## src/rtl/mult_div_unit.sv

```systemverilog
// Iterative MULT/MULTU/DIV/DIVU unit with architectural HI/LO registers.
// Optional macro MDU_DIV0_FLAG_EN adds the o_DivZero completion flag.
module mult_div_unit #(
    parameter int DATA_WIDTH = 32
) (
    input  logic                  i_CLK,
    input  logic                  i_RST,
    input  logic                  i_Start,
    input  logic [1:0]            i_Op,
    input  logic [DATA_WIDTH-1:0] i_SrcA,
    input  logic [DATA_WIDTH-1:0] i_SrcB,
    input  logic                  i_MTHI,
    input  logic                  i_MTLO,
    output logic [DATA_WIDTH-1:0] o_HI,
    output logic [DATA_WIDTH-1:0] o_LO,
    output logic                  o_Busy,
    output logic                  o_Done
`ifdef MDU_DIV0_FLAG_EN
    ,
    output logic                  o_DivZero
`endif
);

    localparam int W  = DATA_WIDTH;
    localparam int CW = $clog2(W) + 1;

    typedef enum logic [1:0] {IDLE, CALC, FIN} state_t;

    state_t          state;
    logic [CW-1:0]   iterCnt;
    logic            isDiv;
    logic            divZero;
    logic            negRes;
    logic            negRem;
    logic [W-1:0]    opA;
    logic [W-1:0]    opB;
    logic [W-1:0]    origA;
    logic [2*W-1:0]  prod;
    logic [W:0]      rem;

    logic            signA;
    logic            signB;
    logic [W-1:0]    absA;
    logic [W-1:0]    absB;
    logic [W:0]      mulSum;
    logic [W:0]      remShift;
    logic [W:0]      remDiff;
    logic            remGe;
    logic [2*W-1:0]  prodFix;
    logic [W-1:0]    quotFix;
    logic [W-1:0]    remFix;
    logic            remTopUnused;

    assign o_Busy = (state != IDLE);

    // The remainder never exceeds the divisor between steps, so its top bit
    // only matters transiently inside the trial subtraction.
    assign remTopUnused = rem[W];

    // Operand conditioning, one shift-add / shift-subtract step, sign fix-up
    always_comb begin
        signA    = ~i_Op[0] & i_SrcA[W-1];
        signB    = ~i_Op[0] & i_SrcB[W-1];
        absA     = signA ? -i_SrcA : i_SrcA;
        absB     = signB ? -i_SrcB : i_SrcB;
        mulSum   = {1'b0, prod[2*W-1:W]} + {1'b0, (prod[0] ? opA : {W{1'b0}})};
        remShift = {rem[W-1:0], opA[W-1]};
        remGe    = (remShift >= {1'b0, opB});
        remDiff  = remShift - {1'b0, opB};
        prodFix  = negRes ? -prod : prod;
        quotFix  = negRes ? -opA : opA;
        remFix   = negRem ? -rem[W-1:0] : rem[W-1:0];
    end

    // Control FSM, datapath registers and HI/LO
    always_ff @(posedge i_CLK) begin
        if (i_RST) begin
            state   <= IDLE;
            iterCnt <= '0;
            isDiv   <= 1'b0;
            divZero <= 1'b0;
            negRes  <= 1'b0;
            negRem  <= 1'b0;
            opA     <= '0;
            opB     <= '0;
            origA   <= '0;
            prod    <= '0;
            rem     <= '0;
            o_HI    <= '0;
            o_LO    <= '0;
            o_Done  <= 1'b0;
`ifdef MDU_DIV0_FLAG_EN
            o_DivZero <= 1'b0;
`endif
        end else begin
            o_Done <= 1'b0;
`ifdef MDU_DIV0_FLAG_EN
            o_DivZero <= 1'b0;
`endif
            unique case (state)
                IDLE: begin
                    if (i_Start) begin
                        state   <= CALC;
                        iterCnt <= '0;
                        isDiv   <= i_Op[1];
                        divZero <= i_Op[1] & (i_SrcB == '0);
                        negRes  <= signA ^ signB;
                        negRem  <= signA;
                        opA     <= absA;
                        opB     <= absB;
                        origA   <= i_SrcA;
                        prod    <= {{W{1'b0}}, absB};
                        rem     <= '0;
                    end else begin
                        if (i_MTHI) o_HI <= i_SrcA;
                        if (i_MTLO) o_LO <= i_SrcA;
                    end
                end
                CALC: begin
                    iterCnt <= iterCnt + CW'(1);
                    if (isDiv) begin
                        rem <= remGe ? remDiff : remShift;
                        opA <= {opA[W-2:0], remGe};
                    end else begin
                        prod <= {mulSum, prod[W-1:1]};
                    end
                    if (iterCnt == CW'(W - 1)) state <= FIN;
                end
                FIN: begin
                    state  <= IDLE;
                    o_Done <= 1'b1;
`ifdef MDU_DIV0_FLAG_EN
                    o_DivZero <= divZero;
`endif
                    if (divZero) begin
                        o_HI <= origA;
                        o_LO <= '1;
                    end else if (isDiv) begin
                        o_HI <= remFix;
                        o_LO <= quotFix;
                    end else begin
                        o_HI <= prodFix[2*W-1:W];
                        o_LO <= prodFix[W-1:0];
                    end
                end
                default: state <= IDLE;
            endcase
        end
    end

endmodule

```

## config.mk

```make
export PLATFORM = sky130hd
export DESIGN_NAME = mult_div_unit
export DESIGN_NICKNAME = d
export VERILOG_FILES = /design/src/rtl/mult_div_unit.sv
export SDC_FILE = /design/constraint.sdc
export NUM_CORES = 1
export LEC_CHECK = 0
export ABC_AREA = 0
export ABC_CLOCK_PERIOD_IN_PS = 5050
export BUFFER_PORTS_ARGS = -buffer_cell sky130_fd_sc_hd__buf_2
export CAP_MARGIN = 25
export CORE_MARGIN = 2
export CORE_UTILIZATION = 45
export DETAILED_ROUTE_END_ITERATION = 6
export HOLD_SLACK_MARGIN = 0.08
export PLACE_DENSITY = 0.68
export SLEW_MARGIN = 40
export SYNTH_ARGS = -nofsm -noshare
export SYNTH_HDL_FRONTEND = slang
export SYNTH_SLANG_ARGS = --single-unit
```

## constraint.sdc

```tcl
create_clock -name i_CLK -period 5.05 [get_ports i_CLK]
set_input_delay 1.515 -clock i_CLK [delete_from_list [all_inputs] [get_ports i_CLK]]
set_output_delay 1.515 -clock i_CLK [all_outputs]
set_load 0.005 [all_outputs]
```

# Yosys cells after proc, flatten, opt, wreduce, memory -nomap -nowiden
# Cells that the tools add are included.
# classes
magnitude_cmp	1
mux	32
n_eq_ne	10
bitwise_logic	5
reduce_logical	12
add_sub_neg	8
# op_table
op	count
2-to-1 mux 32 bit	18
one-hot mux 32 bit (2 select lines)	4
2-to-1 mux 64 bit	3
negation 32 bit	4
one-hot mux 64 bit (2 select lines)	1
negation 64 bit	1
adder 32 x 32 -> 33 bit	1
>= comparator 33 x 32 -> 1 bit	1
logical NOT 32 bit	1
subtractor 32 bit	1
!= test 2 bit, second input constant	7
one-hot mux 6 bit (2 select lines)	1
AND reduction 3 bit	4
adder 6 x 1 -> 6 bit, second input constant	1
== test 6 x 5 -> 1 bit, second input constant	1
2-to-1 mux 6 bit	1
AND reduction 2 bit	3
nonzero test 2 bit	3
2-to-1 mux 2 bit	2
one-hot mux 2 bit (2 select lines)	1
AND 1 bit	3
== test 2 x 1 -> 1 bit, second input constant	1
== test 2 bit, second input constant	1
logical NOT 2 bit	1
other kinds (3)	3
# totals
output_inout_bits	66
regBits	269
input_bits	71

# Depth between registers and ports, before layout
# Gate-level depths: netlist of the first run.
# depth
depth_word	5
depth_mapped	16

# Least setup slack after synthesis of the first run
# No wires, ideal clock.
# synth_timing
path_kind	input to register
start	input i_SrcB[11]
end	register prod[28]
arrival_ns	4.132
n_path_buf	0
setup_slack_ns	0.847
stages	9
path_cell_list	or4_1 or4_1 or4_1 nor3_2 nand2_1 o31ai_1 xor2_1 a211o_1 a21oi_1
# synth_between
elab_chain_len	4
# synth_rtl
element	line_no	rtl
from (decl)	11	input logic [DATA_WIDTH-1:0] i_SrcB,
negation 32 bit	65	absB = signB ? -i_SrcB : i_SrcB;
2-to-1 mux 32 bit	65	
2-to-1 mux 64 bit	102	if (i_Start) begin
one-hot mux 64 bit (2 select lines)	100	unique case (state)
to (signal assigned)	112	prod <= {{W{1'b0}}, absB};
to (signal assigned)	125	prod <= {mulSum, prod[W-1:1]};
to (decl)	38	logic [2*W-1:0] prod;
# No other way between the ends. The select of a mux whose other input is x is not followed.
# A chain may end at the register's enable or synchronous reset.

# Final worst setup path of the first run
# layout_timing
start	register prod[0]
end	register prod[63]
# layout_between
elab_chain_len	4
# layout_rtl
element	line_no	rtl
2-to-1 mux 32 bit	66	mulSum = {1'b0, prod[2*W-1:W]} + {1'b0, (prod[0] ? opA : {W{1'b0}})};
adder 32 x 32 -> 33 bit	66	
2-to-1 mux 64 bit	121	if (isDiv) begin
one-hot mux 64 bit (2 select lines)	100	
# No other way between the ends. The select of a mux whose other input is x is not followed.

==> metrics.md, run 1 <==
| Metric | Value |
|---|---|
| Tcrit/Tclk final | 0.830 |
| DP HPWL | 54.2 mm |
| Hold_ws | 0.434 ns |
| Failing checks | DRC |
| Via count of the first global-routing pass | 17928 |
| Post-synthesis cell area | 0.0188 mm2 |
| Final Setup Violations | 0 |
| Avg Inst Size Synth | 7.42 um2 |
| Tmin final | 4.19 ns |
| Drt drc | 1 |
| Reg power frac | 0.405 |
| FFs w/ async S/R, synth | 0 |
| Critical path's slowest cell | dfxtp_1 |
| P_leak | 8.22 nW |
| Worst Path Required | 5.52 ns |
| Yosys cell types | 76 |
| Max incr delay on CP | 0.66 ns |
| Drt wl/cell | 23.5 um |
| Clk pwr share | 0.388 |
| Largest net degree at the start of global routing | 78 |
| Critical path class | reg2reg |
| P_sw | 0.00198 W |
| Maximum clock frequency | 0.239 GHz |
| First-pass iteration count of the detailed router | 7 |
| First-pass GRT wire length | 110 mm |
| Clock-pin slew on the worst setup and hold paths | 0.06 ns |
| Die Span Y | 208 um |
| Detailed-route via count | 19945 |
| Cts hold-fix bufs | 0 |
| Die ar. | 0.0433 mm2 |
| Crit-path max FO | 16 |
| DP Area | 0.0197 mm2 |
| Fin. Hold Viols | 0 |
| Top cell type's share of synthesized area | 0.287 |
| Final net count | 2680 |
| Max H-tree Level | 1 |
| Power share of the combinational group | 0.207 |
| Placement Rows | 74 |
| Synth top area cells | dfxtp_1 29%, a21oi_1 6.4%, nor2_1 5.5%, nand2_1 5.4%, xor2_1 5.2% |
| Syn Inst Count | 2526 |
| Top Family by Delay on Critical Path | compound AO/OA/AOI/OAI gates |
| Port bufs | 136 |
| Routability congestion estimate from global placement | 1.02 |
| Type of origin of the critical path | flop |
| Worst skew pair latency | 0.61 ns |
| Final WL | 72.7 mm |
| Initial antenna violation count | 2 |
| Most common cell in the netlist | nor2_1 |
| Cts bufs inserted | 31 |
| Internal cell power | 0.00401 W |
| Number of enable flip-flop cells after synthesis | 0 |
| CP Capture Type | flop |
| # diodes | 0 |
| Number of post-CTS setup repair buffers | 0 |
| CTS max path bufs | 3 |
| Final Cell Area | 0.0208 mm2 |
| Unrepaired setup endpoints after global routing | no |
| Initial DRC Count | 2512 |
| Setup TNS | 0 ns |
| Die extent in x | 208 um |
| CTS Root Cell | clkbuf_16 |
| Area of the multi-input gates | 0.0125 mm2 |
| Fillers | 3998 |
| Worst-margin pin slew | 0.860 ns |
| PostCTS Resize Cnt | 0 |
| Initial Util | 0.457 |
| Sequential share of the synthesized area | 0.287 |
| Mapped Nets | 2669 |
| Final Core Density | 0.506 |
| Slew headroom | 0.421 |
| Register area | 0.00539 mm2 |
| Boundary Pins | 137 |
| Vias/cell | 6.45 |
| Yosys top cell by area | dfxtp_1 |
| Synth cell count leaders | 273 x nor2_1, 269 x dfxtp_1, 268 x nand2_1 |
| Worst Hold Class | reg2reg |
| Total of max-cap violations | 0 |
| WP data arrival | 4.66 ns |
| Buf/Inv on CP | 3 |
| Core Box Area | 0.0410 mm2 |
| CTS tree | done |
| Switching fraction of total power | 0.331 |
| Worst-path cell chain | inv_1, nor2_1, ha_1, inv_1, fa_1, nand2b_1, a21oi_1, o2111ai_1, a21boi_0, buf_4, a31oi_1, o211ai_1, a31oi_1, a2111oi_0 |
| Outcome | finished, violations left |
| Pwr Density | 289 mW/mm2 |
| Peak supply drop | 0.307 mV |
| Ys Warns | 0 |
| GRT overflow | 0 |
| Synth-to-layout area growth | 10.7% |
| Clk_skew | 0.0421 ns |
| Clock sinks | 269 |
| GRT Util Overall | 0.325 |
| Share of cells above drive strength 1 | 0.107 |
| Antenna viol nets, final | 0 |
| Max-slew violations | 0 |
| Main flop type after synthesis | dfxtp_1 |
| Synth Register Bits | 269 |
## tightest hold or removal path: stages, from the launching register on
cell and delay [ns]:
dfxtp_1 0.31, nand2_1 0.05, nand2_1 0.04
## stage by stage
step / cells / worst slack [ns] / power, W
3_5_place_dp: 3036 / 0.451 / 0.00367
5_1_grt: 3094 / 0.597 / 0.00620
4_1_cts: 3094 / 0.930 / 0.00596
2_1_floorplan: 2526 / 0.847 / 0.00322
6_report: 3094 / 0.861 / 0.00600
3_3_place_gp: 3036 / 0.520 / 0.00365
## path summary, 6_finish.rpt
path / cells after the start / end / slack [ns] / startpoint
worst min-delay path: 2 / o_LO[21] / 0.43 / o_LO[21]
worst min register to register: 2 / o_LO[21] / 0.43 / o_LO[21]
worst max-delay path: 14 / prod[63] / 0.86 / prod[0]
worst max register to register: 14 / prod[63] / 0.86 / prod[0]
## power by group through the flow
stage / clock [W] / combinational, W / sequential (W)
floorplan: 0 / 0.000853 / 0.00237
global placement: 0 / 0.00119 / 0.00246
CTS: 0.00233 / 0.00121 / 0.00242
finish: 0.00232 / 0.00124 / 0.00243
detailed placement: 0 / 0.00120 / 0.00246
global route: 0.00242 / 0.00135 / 0.00244
## area by class of cell
type	instances	area share
inverter	64	0.0116
tap	532	0.0321
multi-input combinational	2001	0.600
clock buffer	44	0.0412
sequential	269	0.260
timing repair buffer	170	0.0472
clock inverter	14	0.00826
## per-layer routing
layer	vias up	GRT usage	share of wire	wire, um
met5	-	0	0.00018	13
li1	9205	-	-	-
met4	2	0.168	0.062	4500
met3	206	0.0554	0.10	7390
met1	9375	0.453	0.42	30800
met2	1157	0.480	0.41	30000
## flip-flops by register name, summed over array words and instances (netlist names), 6 cells and up
register and count:
o_LO 32, opA 32, prod 64, o_HI 32
origA 32, opB 32, iterCnt 6, rem 32
## kinds of logic after synthesis
family,after synthesis,synth area share
mux,17,0.0119
compound gates,801,0.277
xor+xnor,214,0.100
simple gates,897,0.223
flops,269,0.287
fa+ha+maj,72,0.0488
buf+inv,256,0.0518
## cells in the final DEF, fill, tap and decap left out, types with 32 or more instances in the layout
cell        n
inv_1      64
nand2_1   268
and2_1     33
dfxtp_1   266
a21oi_1   237
xnor2_1   103
nand3_1    89
o31ai_1    43
nor3_1     57
ha_1       70
nor4_1     32
o21ai_0   159
xor2_1    111
buf_2     135
nor2_1    268
a211oi_1   85
Power figures use the tool's default switching activity.
==> inputs of run 2 (changes only) <==
Settings changed: ABC_CLOCK_PERIOD_IN_PS 5050 to 3500, PLACE_DENSITY 0.68 to 0.71.
Clock period 5.05 ns to 3.5 ns, I/O delays scaled along.
==> run 2 against run 1 <==
The run now ends clean; clock skew decreased by 0.022 ns; critical path depth decreased by 4; combinational power increased by 65%; global-route usage increased by 1.7 points; setup slack got worse by 0.79 ns; critical endpoint is now o_HI[12]; highest routed layer is now met4.
==> metrics.md, run 2 (synthesis gave the netlist of run 1 again) <==
| Metric | Value |
|---|---|
| Outcome | finished clean |
| Peak supply drop | 0.334 mV (+8.9%) |
| Tmin final | 3.42 ns (-0.765 ns) |
| Final net count | 2822 (+5.3%) |
| Reg power frac | 0.381 (-0.024) |
| First-pass iteration count of the detailed router | 5 (-2) |
| Max incr delay on CP | 0.71 ns (+0.05 ns) |
| Setup TNS | 0 ns (unchanged) |
| Die extent in x | 208 um (unchanged) |
| DP HPWL | 58.6 mm (+8.1%) |
| Final Core Density | 0.536 (+0.0302) |
| Boundary Pins | 137 (unchanged) |
| Placed cells | 3177 (+4.6%) |
| Hold_ws | 0.444 ns (+0.0102 ns) |
| Fin cells | 3236 (+4.6%) |
| Switching fraction of total power | 0.327 (-0.00378) |
| Detailed-route via count | 20675 (+3.7%) |
| Routability congestion estimate from global placement | 1.03 (+0.40%) |
| Vias/cell | 6.39 (-0.89%) |
| Most used cell, CP | nor4_1 |
| CTS max path bufs | 3 (unchanged) |
| Critical path's slowest cell | nor4_1 |
| P_leak | 9.01 nW (+9.5%) |
| Largest reg by FF count | prod |
| Final WL | 76.8 mm (+5.6%) |
| Worst Path Required | 3.97 ns (-1.55 ns) |
| Internal cell power | 0.00607 W (+51%) |
| Initial Util | 0.457 (unchanged) |
| Max reg flops | 64 (unchanged) |
| Worst skew pair latency | 0.60 ns (about the same) |
| Total of max-cap violations | 0 (unchanged) |
| Core Box Area | 0.0410 mm2 (unchanged) |
| CP Capture Type | flop |
| Top Family by Delay on Critical Path | simple AND/OR/NAND/NOR gates |
| Commonest cells after routing, fill and taps aside | 268 x nor2_1, 267 x nand2_1, 267 x dfxtp_1, 237 x a21oi_1, 172 x buf_4 |
| Slew headroom | 0.440 (+0.0191) |
| Maximum clock frequency | 0.292 GHz (+22%) |
| Clk_skew | 0.0199 ns (-0.0223 ns) |
| Port bufs | 136 (unchanged) |
| Synth-to-layout area growth | 17.3% |
| Crit-path max FO | 6 (-10) |
| Critical path class | reg2reg |
| Cts bufs inserted | 31 (unchanged) |
| Max H-tree Level | 1 (unchanged) |
| Power share of the combinational group | 0.228 (+0.021) |
| P_sw | 0.00295 W (+49%) |
| CTS Root Cell | clkbuf_16 |
| Unrepaired setup endpoints after global routing | yes |
| Max-slew violations | 0 (unchanged) |
| Placement Rows | 74 (unchanged) |
| GRT overflow | 0 (unchanged) |
| Worst-path cell chain | nor4_1, nand3b_1, or3_1, or2_2, o21ai_0, xor2_1, nor2_1, a211oi_1, buf_4, nor4_1 |
| Final Setup Violations | 0 (unchanged) |
| Initial DRC Count | 2781 (+11%) |
| Die ar. | 0.0433 mm2 (unchanged) |
| Drt drc | 0 (-1) |
| Clk pwr share | 0.392 (+0.004) |
| GRT Util Overall | 0.341 (+0.0165) |
| Buf/Inv on CP | 1 (-2) |
| Antenna viol nets, final | 0 (unchanged) |
| Drt wl/cell | 23.7 um (+0.97%) |
| Initial antenna violation count | 1 (-1) |
| Clock sinks | 269 (unchanged) |
| Worst-margin pin slew | 0.834 ns (-0.0259 ns) |
| Via count of the first global-routing pass | 18923 (+5.5%) |
| Die Span Y | 208 um (unchanged) |
| Clock-pin slew on the worst setup and hold paths | 0.06 ns (about the same) |
| First-pass GRT wire length | 115 mm (+4.7%) |
| Worst Hold Class | reg2reg |
| CTS tree | done |
| Type of origin of the critical path | flop |
| Flop2flop setup slack | 0.08 ns (-0.79 ns) |
| Tcrit/Tclk final | 0.978 (+0.149) |
| WP data arrival | 3.89 ns (-0.77 ns) |
| Share of cells above drive strength 1 | 0.161 (+0.0540) |
| Fin. Hold Viols | 0 (unchanged) |
| Largest net degree at the start of global routing | 55 (-29%) |
| Pwr Density | 410 mW/mm2 (+42%) |
| Most common cell after layout, fill and taps aside | nor2_1 |
[run 2: timing repair]
| action | 4_1_cts | 5_1_grt |
|---|---|---|
| endpoints found under the setup margin | 1 | 17 |
| pin swaps | 0 | 1 |
| resized for setup | 2 | 7 |
| hold buffers | 0 | 0 |
| cloned | 0 | 0 |
| setup buffers | 0 | 1 |
[run 2: power by group through the flow]
stage          clock network (W)  registers [W]  logic [W]
2_1_floorplan                  0        0.00342    0.00123
3_3_place_gp                   0        0.00348    0.00195
3_5_place_dp                   0        0.00349    0.00198
4_1_cts                  0.00355        0.00342    0.00199
5_1_grt                  0.00369        0.00344    0.00220
6_report                 0.00354        0.00344    0.00205
[run 2: final timing paths]
path,from,endpoint,cells past startpoint
worst max register to register,prod[28],o_HI[12],10
worst max-delay path,prod[28],o_HI[12],10
worst min-delay path,o_LO[9],o_LO[9],2
worst min register to register,o_LO[9],o_LO[9],2
[run 2: layout make-up]
cell class | count | area, um2
sequential | 269 | 5390
clock buffer | 38 | 852
clock inverter | 19 | 244
inverter | 64 | 240
fill | 3934 | 19000
multi-input combinational | 2001 | 12600
antenna | 1 | 2.50
tap | 532 | 666
timing repair buffer | 312 | 2060
[run 2: per-layer routing]
metal  vias to the layer above  share of wire  global-route usage
met2                      1237           0.42               0.506
met1                      9702           0.42               0.469
met4                         0          0.064               0.192
met5                         -              0                   0
li1                       9498              -                   -
met3                       238           0.10              0.0593
[run 2: metrics by stage]
step | setup WS [ns] | area, um2 | total power, W
5_1_grt | -0.0705 | 22000 | 0.00933
3_3_place_gp | -0.195 | 20800 | 0.00543
3_5_place_dp | -0.239 | 20800 | 0.00546
6_report | 0.0756 | 22000 | 0.00903
4_1_cts | 0.0268 | 22000 | 0.00896
2_1_floorplan | -0.0785 | 18800 | 0.00465
[run 2: worst register-to-register path, cell delays in order, from the launching register on]
cell	delay (ns)
dfxtp_1	0.32
nor4_1	0.71
nand3b_1	0.37
or3_1	0.53
or2_2	0.34
o21ai_0	0.20
xor2_1	0.18
nor2_1	0.06
a211oi_1	0.38
buf_4	0.19
nor4_1	0.04
